### src/rtl/fetch_pkg.sv
// Shared types and helpers for the instruction fetch sequencer.
package fetch_pkg;

   typedef enum logic [1:0] {
      IDLE   = 2'd0,
      FETCH  = 2'd1,
      HALTED = 2'd2
   } fetch_state_t;

   // Opcode field value that marks a halt instruction.
   localparam logic [3:0] HALT_OP_DEFAULT = 4'hF;

   // True when the opcode field of an instruction matches the halt opcode.
   function automatic logic is_halt(input logic [3:0] op_field,
                                    input logic [3:0] halt_op);
      return (op_field == halt_op);
   endfunction

endpackage

### src/rtl/fetch_pc.sv
// Program counter register: clear beats load-target, load-target beats
// increment. Increment wraps naturally modulo 2^p_size.
module fetch_pc #(
   parameter int p_size = 6
) (
   input  logic              clk,
   input  logic              rst_n,
   input  logic              clr,
   input  logic              ld,
   input  logic [p_size-1:0] target,
   input  logic              inc,
   output logic [p_size-1:0] pc
);

   logic [p_size-1:0] pc_d;
   logic [p_size-1:0] pc_q;

   // Next-PC selection with fixed priority clear > load > increment.
   always_comb begin
      pc_d = pc_q;
      if (clr) begin
         pc_d = '0;
      end else if (ld) begin
         pc_d = target;
      end else if (inc) begin
         pc_d = pc_q + 1'b1;
      end
   end

   // PC state register.
   always_ff @(posedge clk or negedge rst_n) begin
      if (!rst_n) begin
         pc_q <= '0;
      end else begin
         pc_q <= pc_d;
      end
   end

   assign pc = pc_q;

endmodule

### src/rtl/fetch_ctrl.sv
// Instruction fetch sequencer: owns the PC, captures program memory data
// into the instruction register and offers it to decode.
//
// Handshake: ir/ir_valid form a valid/ready source. A transfer happens on
// any rising edge where ir_valid && ir_ready; ir must stay stable while
// ir_valid is high and ir_ready is low. ir_ready with ir_valid low is ignored.
module fetch_ctrl
   import fetch_pkg::*;
#(
   parameter int         p_size  = 6,
   parameter int         i_size  = 24,
   parameter logic [3:0] HALT_OP = HALT_OP_DEFAULT
) (
   input  logic              Clock,
   input  logic              nReset,
   input  logic              start,
   input  logic              stop,
   input  logic              branch_en,
   input  logic [p_size-1:0] branch_target,
   output logic [p_size-1:0] address,
   input  logic [i_size-1:0] instr,
   output logic [i_size-1:0] ir,
   output logic              ir_valid,
   input  logic              ir_ready,
   output logic              halted,
   output logic              busy
);

   fetch_state_t      state_d, state_q;
   logic [i_size-1:0] ir_d, ir_q;
   logic              ir_valid_d, ir_valid_q;
   logic              pc_clr, pc_ld, pc_inc;
   logic              transfer;
   logic              load;
   logic              halt_word;

   assign transfer  = ir_valid_q && ir_ready;
   assign load      = (state_q == FETCH) && (!ir_valid_q || ir_ready);
   assign halt_word = is_halt(instr[i_size-1 -: 4], HALT_OP);

   // Next state, IR and PC controls; stop outranks everything, and in
   // FETCH a branch outranks load, stall and halt detection.
   always_comb begin
      state_d    = state_q;
      ir_d       = ir_q;
      ir_valid_d = ir_valid_q;
      pc_clr     = 1'b0;
      pc_ld      = 1'b0;
      pc_inc     = 1'b0;
      if (stop) begin
         state_d    = IDLE;
         ir_valid_d = 1'b0;
         pc_clr     = 1'b1;
      end else begin
         case (state_q)
            IDLE: begin
               if (start) begin
                  state_d    = FETCH;
                  ir_valid_d = 1'b0;
                  pc_clr     = 1'b1;
               end
            end
            FETCH: begin
               if (branch_en) begin
                  // Flush: whatever sat in ir is dropped (or was consumed).
                  ir_valid_d = 1'b0;
                  pc_ld      = 1'b1;
               end else if (load) begin
                  ir_d       = instr;
                  ir_valid_d = 1'b1;
                  if (halt_word) begin
                     state_d = HALTED;
                  end else begin
                     pc_inc = 1'b1;
                  end
               end
            end
            HALTED: begin
               if (start) begin
                  state_d    = FETCH;
                  ir_valid_d = 1'b0;
                  pc_clr     = 1'b1;
               end else if (transfer) begin
                  ir_valid_d = 1'b0;
               end
            end
            default: begin
               state_d    = IDLE;
               ir_valid_d = 1'b0;
               pc_clr     = 1'b1;
            end
         endcase
      end
   end

   // FSM state, instruction register and valid flag.
   always_ff @(posedge Clock or negedge nReset) begin
      if (!nReset) begin
         state_q    <= IDLE;
         ir_q       <= '0;
         ir_valid_q <= 1'b0;
      end else begin
         state_q    <= state_d;
         ir_q       <= ir_d;
         ir_valid_q <= ir_valid_d;
      end
   end

   fetch_pc #(
      .p_size (p_size)
   ) u_pc (
      .clk    (Clock),
      .rst_n  (nReset),
      .clr    (pc_clr),
      .ld     (pc_ld),
      .target (branch_target),
      .inc    (pc_inc),
      .pc     (address)
   );

   assign ir       = ir_q;
   assign ir_valid = ir_valid_q;
   assign halted   = (state_q == HALTED);
   assign busy     = (state_q == FETCH);

endmodule

### config.mk
export PLATFORM = sky130hd
export DESIGN_NAME = fetch_ctrl
export DESIGN_NICKNAME = d
export VERILOG_FILES = /design/src/rtl/fetch_pkg.sv /design/src/rtl/fetch_pc.sv /design/src/rtl/fetch_ctrl.sv
export SDC_FILE = /design/constraint.sdc
export NUM_CORES = 1
export LEC_CHECK = 0
export BUFFER_PORTS_ARGS = -buffer_cell sky130_fd_sc_hd__buf_2
export CORE_AREA = 2 2 62 64
export DETAILED_ROUTE_END_ITERATION = 8
export DIE_AREA = 0 0 64 66
export PLACE_DENSITY = 0.74
export SLEW_MARGIN = 40
export SYNTH_ARGS = -nofsm -noshare
export SYNTH_HDL_FRONTEND = slang
export SYNTH_SLANG_ARGS = --single-unit
### constraint.sdc
create_clock -name Clock -period 1.7 [get_ports Clock]
set_input_delay 0.17 -clock Clock [delete_from_list [all_inputs] [get_ports Clock]]
set_output_delay 0.17 -clock Clock [all_outputs]
set_load 0.1 [all_outputs]
==> impl_metrics.py, run 1 <==
metrics = {
    "pwr": {
        "comb_power_share_pct": 52.7,
        "p_int_mw": 1.60,
        "clkPwrFrac_pct": 17.1,
        "vdd_drop_max_v": 0.000743,
        "total_leakage_power_nw": 1.01,
        "pwr_density_cell_nw_per_um2": 1690,
        "seqPwrFrac_pct": 30.2,
        "fraction_of_power_spent_switching_nets_pct": 53.7,
        "p_switching_mw": 1.86,
    },
    "drt": {
        "wl_per_cell_um": 13.5,
        "vias_per_cell": 4.89,
        "drc": 0,
        "detailedRoute.firstPassIterationCount": 4,
        "drt_wl_total_um": 3210,
        "overall_via_count_from_detail_route": 1160,
        "dr.first_iter.drc_count": 60,
        "antenna_violating_nets_post_route": 0,
    },
    "global_routing": {
        "grt.met3_usage_pct": 6.64,
        "top_usage_layer": "met2",
        "first_pass_grt_wire_length_um": 5150,
        "grt_remaining_overflow": 0,
        "grt.met2_usage_pct": 27.5,
        "globalRouteMet1Util_pct": 17.9,
        "antenna_found_initial": 0,
        "number_of_global_route_vias_before_repair": 1189,
        "maximum_number_of_pins_on_one_net_before_global_route_repair": 34,
        "groute.usage.overall_pct": 16.2,
    },
    "critical_path": {
        "arrival_ps": 2030,
        "crit_path_start_kind": "register",
        "setup.worst_path.class": "register to register",
        "setup.worst_path.end_class": "register",
        "timing.reg2reg.worst_path_depth": 5,
        "critPathCapture": "ir[13]$_DFFE_PN0P_",
        "worst_reg2reg_startpoint": "state_q[1]$_DFFE_PN0P_",
        "startpoint": "state_q[1]$_DFFE_PN0P_",
        "timing.rr.end": "ir[13]$_DFFE_PN0P_",
        "ff_to_ff_setup_slack_ps": -110,
        "timing.critical_path.fanout_max": 24,
        "worst-endpoint-required_ps": 1930,
    },
    "die": {
        "core_um2": 3550,
        "start_util_pct": 40.2,
        "die_height_um": 66,
        "pin_count": 69,
        "dieArea_um2": 4220,
        "die_width_um": 64,
        "std_cell_rows": 22,
    },
    "yosys": {
        "yosys.cell_types.count": 25,
        "synth.yosys.seq_area_share_pct": 57.9,
        "synth.avg_cell_area_um2": 13.2,
        "syn-num-nets": 145,
        "post_synth_instance_area_um2": 1430,
        "syn-instance-count": 108,
        "synth.ff_latch_count": 33,
        "synth-warning-count": 0,
    },
    "clocking": {
        "cts_max_path_buffers": 2,
        "worst_setup_hold_path_clk_slew_ps": 110,
        "clock_latency_ps": 330,
        "cts-buffers-inserted": 5,
        "clock_sink_count": 33,
        "cts_tree": "built",
        "ctsHtreeMaxLevel": 2,
        "root_buffer_master": "clkbuf_4",
    },
    "job": {
        "timing.max_cap.violations": 0,
    },
    "sta": {
        "finalSetupViolations": 30,
        "post-route-min-period_ps": 1810,
        "fmaxAchievable_ghz": 0.554,
        "final_max_slew_viol_count": 0,
        "timing.final.ws_setup_ps": -105,
        "clock-skew-final_ps": 7.82,
        "final-hold-violation-count": 0,
        "slew-limit-headroom_pct": 51.6,
        "timing.final.crit_share_pct": 106,
        "worst_slew_pin_slew_ps": 727,
        "grt_setup_unrepaired": "true",
        "post_route_setup_tns_ps": -2290,
    },
    "finish": {
        "area_used_by_multi_input_combinational_logic_um2": 624,
        "filler_cell_count": 308,
        "diodes": 0,
        "fin_area_um2": 2040,
        "mostFrequentLayoutCell": "buf_2",
        "finish.net_count": 225,
        "final_layout_size_suffix_gt1_share_pct": 61.9,
        "mostFrequentLayoutCells": "66 x buf_2, 31 x dfrtp_1, 20 x mux2_2",
        "area_delta_synth_final_pct": 43.0,
        "seq_area_um2": 831,
    },
    "placement": {
        "routability_congestion_estimate": 0.771,
        "dp_slack_ps": -99.9,
        "dpl-instance-area_um2": 1900,
        "dp.final_hpwl_um": 2400,
        "io_buffer_count": 68,
    },
    "run_status": {
        "status": "complete, but fails checks",
        "violations": "negative setup slack",
    },
    "hold_path": {
        "hp-class": "input pin to register",
    },
}
-- how the worst min path moves through the flow --
stage,startpoint,endpoint,slack [ps],cells after the start
finish,instr[9],ir[9]$_DFFE_PN0P_,50,2
global route,instr[7],ir[7]$_DFFE_PN0P_,20,2
CTS,instr[9],ir[9]$_DFFE_PN0P_,30,2
detailed placement,nReset,ir[10]$_DFFE_PN0P_,270,1
global placement,nReset,ir[9]$_DFFE_PN0P_,250,1
floorplan,nReset,ir[0]$_DFFE_PN0P_,-130,0
-- cells in the mapped netlist --
cell	number	share of area (%)
dfrtp_1	33	58
mux2_2	25	20
nor2_1	11	2.9
a211oi_1	5	2.6
nand2_1	5	1.3
xor2_1	4	2.5
nand4_1	3	1.3
nor3_1	3	1.1
a21oi_1	2	0.70
buf_2	2	0.70
a22oi_1	1	0.53
and2b_1	1	0.53
and3_1	1	0.44
clkbuf_1	1	0.26
ha_1	1	0.88
inv_1	1	0.26
mux2i_1	1	0.70
nand2b_1	1	0.44
nor2b_1	1	0.44
nor3_2	1	0.70
nor4b_4	1	1.7
o21a_1	1	0.53
or2b_1	1	0.53
or3b_4	1	0.79
xnor2_1	1	0.61
-- timing repair --
| action | CTS | global route |
|---|---|---|
| buffers inserted | 0 | 1 |
| hold endpoints to repair | 33 | 0 |
| pin swaps | 0 | 0 |
| hold buffers | 1 | 0 |
| setup endpoints to repair | 29 | 32 |
| resized for setup | 2 | 9 |
-- stage by stage --
step                total power [mW]  hold WS, ps  util (%)  cells
global route                    3.60         23.5      57.4    237
finish                          3.46         52.0      57.4    237
floorplan                       2.54         -126         -    108
detailed placement              2.86          269      53.4    227
global placement                2.83          253      53.4    227
CTS                             3.47         31.4      56.3    236
-- final cells by class --
class,count,area share [%]
Tap cell,48,2.94
Clock inverter,3,2.27
Multi-Input combinational cell,71,30.6
Clock buffer,5,1.84
Timing Repair Buffer,76,21.4
Sequential cell,33,40.7
Inverter,1,0.184
-- cell families (layout without fill, tap and decap cells) --
family	after synthesis	count (layout)	synth area share (%)
and+or+nand+nor	30	30	12.1
adders and majority gates	1	1	0.877
muxes	26	26	20.4
buffers and inverters	4	85	1.23
xor gates and xnor gates	5	5	3.07
DFF	33	33	57.9
AOI/OAI and AO/OA	9	9	4.39
-- flip-flops by register name, indices dropped and copies added, names as in the netlist --
register,cells
ir,24
u_pc.pc,6
state_q,2
ir_valid,1
-- power groups by stage --
stage | Sequential [mW] | Clock, mW | Combinational, mW
floorplan | 2.32 | 0 | 0.214
global placement | 1.05 | 0 | 1.78
detailed placement | 1.06 | 0 | 1.80
CTS | 1.04 | 0.617 | 1.81
global route | 1.07 | 0.662 | 1.87
finish | 1.04 | 0.590 | 1.82
-- routing by layer --
layer,vias up,share of wire (%)
met3,7,8.6
met2,54,48
met1,549,42
met5,-,0
li1,550,-
met4,0,1.4
-- critical path, cell delays in order (launching register included) --
cell	delay, ps
dfrtp_1	400
or3b_4	390
buf_4	150
nor3_4	180
buf_12	200
mux2_2	360
Power figures use the tool's default switching activity.
==> run 2: changes to the inputs <==
--- a/config.mk
+++ b/config.mk
@@ -7,8 +7,8 @@
 export LEC_CHECK = 0
 export BUFFER_PORTS_ARGS = -buffer_cell sky130_fd_sc_hd__buf_2
-export CORE_AREA = 2 2 62 64
+export CORE_AREA = 2 2 45 89
 export DETAILED_ROUTE_END_ITERATION = 8
-export DIE_AREA = 0 0 64 66
-export PLACE_DENSITY = 0.74
+export DIE_AREA = 0 0 47 91
+export PLACE_DENSITY = 0.73
 export SLEW_MARGIN = 40
 export SYNTH_ARGS = -nofsm -noshare
==> constraint.sdc (replaced) <==
create_clock -name Clock -period 1.7 [get_ports Clock]
set_input_delay 0.085 -clock Clock [delete_from_list [all_inputs] [get_ports Clock]]
set_output_delay 0.085 -clock Clock [all_outputs]
set_load 0.1 [all_outputs]
==> impl_metrics.py, run 2 (synthesis gave the netlist of run 1 again) <==
metrics = {
    "clocking": {
        "clock_sink_count": 33,
        "cts-buffers-inserted": 5,
        "clock_latency_ps": 270,
        "ctsHtreeMaxLevel": 2,
        "cts_max_path_buffers": 2,
        "worst_setup_hold_path_clk_slew_ps": 70,
        "root_buffer_master": "clkbuf_8",
        "cts_tree": "built",
    },
    "pwr": {
        "vdd_drop_max_v": 0.000676,
        "pwr_density_cell_nw_per_um2": 1630,
        "design_power_total_mw": 3.42,
        "total_leakage_power_nw": 1.05,
    },
    "finish": {
        "filler_cell_count": 330,
        "area_used_by_multi_input_combinational_logic_um2": 617,
        "mostFrequentLayoutCell": "buf_2",
        "finish.net_count": 229,
        "final_layout_size_suffix_gt1_share_pct": 60.6,
        "seq_area_um2": 831,
        "utilization_pct": 58.8,
        "diodes": 0,
        "mostFrequentLayoutCells": "67 x buf_2, 31 x dfrtp_1, 19 x mux2_2",
        "area_delta_synth_final_pct": 47.1,
        "max_ffs_per_register": 24,
    },
    "sta": {
        "timing.final.crit_share_pct": 107,
        "slew-limit-headroom_pct": 52.6,
        "finalSetupViolations": 30,
        "fmaxAchievable_ghz": 0.549,
        "final-hold-violation-count": 0,
        "post-route-min-period_ps": 1820,
        "final_max_slew_viol_count": 0,
        "grt_setup_unrepaired": "true",
        "timing.final.ws_setup_ps": -120,
        "clock-skew-final_ps": 5.42,
        "worst_slew_pin_slew_ps": 711,
    },
    "job": {
        "timing.max_cap.violations": 0,
    },
    "die": {
        "std_cell_rows": 31,
        "start_util_pct": 40.0,
        "die_height_um": 91,
        "dieArea_um2": 4280,
        "die_width_um": 47,
        "pin_count": 69,
        "core_um2": 3570,
    },
    "drt": {
        "vias_per_cell": 4.88,
        "antenna_violating_nets_post_route": 0,
        "overall_via_count_from_detail_route": 1180,
        "drt_wl_total_um": 3600,
        "dr.first_iter.drc_count": 17,
        "detailedRoute.firstPassIterationCount": 2,
        "wl_per_cell_um": 14.9,
        "drc": 0,
    },
    "placement": {
        "routability_congestion_estimate": 0.876,
        "io_buffer_count": 68,
        "dp_slack_ps": -122,
        "dp.final_hpwl_um": 2630,
    },
    "hold_path": {
        "min_path_cells": 2,
        "timing.hold.worst.start": "branch_target[0]",
        "min_delay_worst_endpoint": "u_pc.pc[0]$_DFFE_PN0P_",
        "hp-class": "input pin to register",
    },
    "critical_path": {
        "ff_to_ff_setup_slack_ps": -120,
        "critPathBufInv": 3,
        "critical_path_depth": 6,
        "arrival_ps": 1980,
        "crit_path_start_kind": "register",
        "worst-endpoint-required_ps": 1860,
        "timing.rr.end": "ir[18]$_DFFE_PN0P_",
        "cpPeakStageDelay_ps": 400,
        "worst_reg2reg_startpoint": "state_q[1]$_DFFE_PN0P_",
        "timing.critical_path.max_delay_family": "simple AND/OR/NAND/NOR gates",
        "timing.critical_path.fanout_max": 6,
        "setup.worst_path.class": "register to register",
        "timing.reg2reg.worst_path_depth": 6,
        "crit_path_cell_trace": "or3b_4 -> buf_4 -> nor3_4 -> buf_12 -> clkbuf_16 -> mux2_2",
        "slowest_stage": "or3b_4",
        "setup.worst_path.end_class": "register",
    },
    "global_routing": {
        "number_of_global_route_vias_before_repair": 1177,
        "antenna_found_initial": 0,
        "groute.usage.overall_pct": 16.9,
        "first_pass_grt_wire_length_um": 5140,
        "maximum_number_of_pins_on_one_net_before_global_route_repair": 34,
        "grt_remaining_overflow": 0,
    },
    "run_status": {
        "status": "complete, but fails checks",
        "violations": "negative setup slack",
    },
}
==> run 2: cell types whose count changed in the layout (fill, tap and decap cells not counted), moves of 2 or more <==
cell,change
clkbuf_16,+2
clkbuf_4,-5
clkbuf_8,+5
clkinv_2,+2
==> run 2: how the worst max path moves through the flow <==
stage | startpoint | to | slack (ps)
final | state_q[1]$_DFFE_PN0P_ | ir[18]$_DFFE_PN0P_ | -120
after global routing | state_q[0]$_DFFE_PN0P_ | u_pc.pc[4]$_DFFE_PN0P_ | -160
after CTS | state_q[1]$_DFFE_PN0P_ | u_pc.pc[5]$_DFFE_PN0P_ | -120
after detailed placement | state_q[1]$_DFFE_PN0P_ | u_pc.pc[5]$_DFFE_PN0P_ | -120
after global placement | state_q[1]$_DFFE_PN0P_ | u_pc.pc[0]$_DFFE_PN0P_ | -50
after floorplan | state_q[1]$_DFFE_PN0P_ | u_pc.pc[5]$_DFFE_PN0P_ | -150
==> run 2: timing repair <==
| action | CTS | global route |
|---|---|---|
| pin swaps | 2 | 3 |
| gates resized for setup | 1 | 8 |
| buffers inserted | 2 | 1 |
| setup endpoints to repair | 5 | 31 |
| hold buffers | 1 | 0 |
| gates cloned | 0 | 3 |
| hold endpoints to repair | 33 | 0 |
==> run 2: area by class of cell <==
type	count	share of cell area [%]
clock inverter	2	0.477
multi-input combinational	71	29.4
tap	49	2.92
sequential	33	39.6
timing repair buffer	80	24.0
inverter	1	0.179
clock buffer	6	3.46
==> run 2: report_power, final <==
group / leakage, nW / internal [mW] / switching, mW
logic: 0.595 / 0.336 / 1.50
clock network: 0.0450 / 0.283 / 0.258
registers: 0.407 / 0.960 / 0.0883
==> run 2: metrics by stage <==
stage          cells  instance area, um2  TNS, ps  hold slack, ps
2_1_floorplan    108                1430    -3390            -211
6_report         242                2100    -2580            37.6
3_3_place_gp     227                1880     -133             168
5_1_grt          242                2100    -4120            28.5
3_5_place_dp     227                1880     -447             179
4_1_cts          238                1990    -1320            28.7
==> run 2: per-layer routing <==
layer	part of all wire [%]	vias up	GRT usage, %
li1	-	548	-
met5	0	-	0
met1	32	576	15.6
met2	60	45	31.2
met3	5.0	11	3.98
met4	2.7	0	8.10
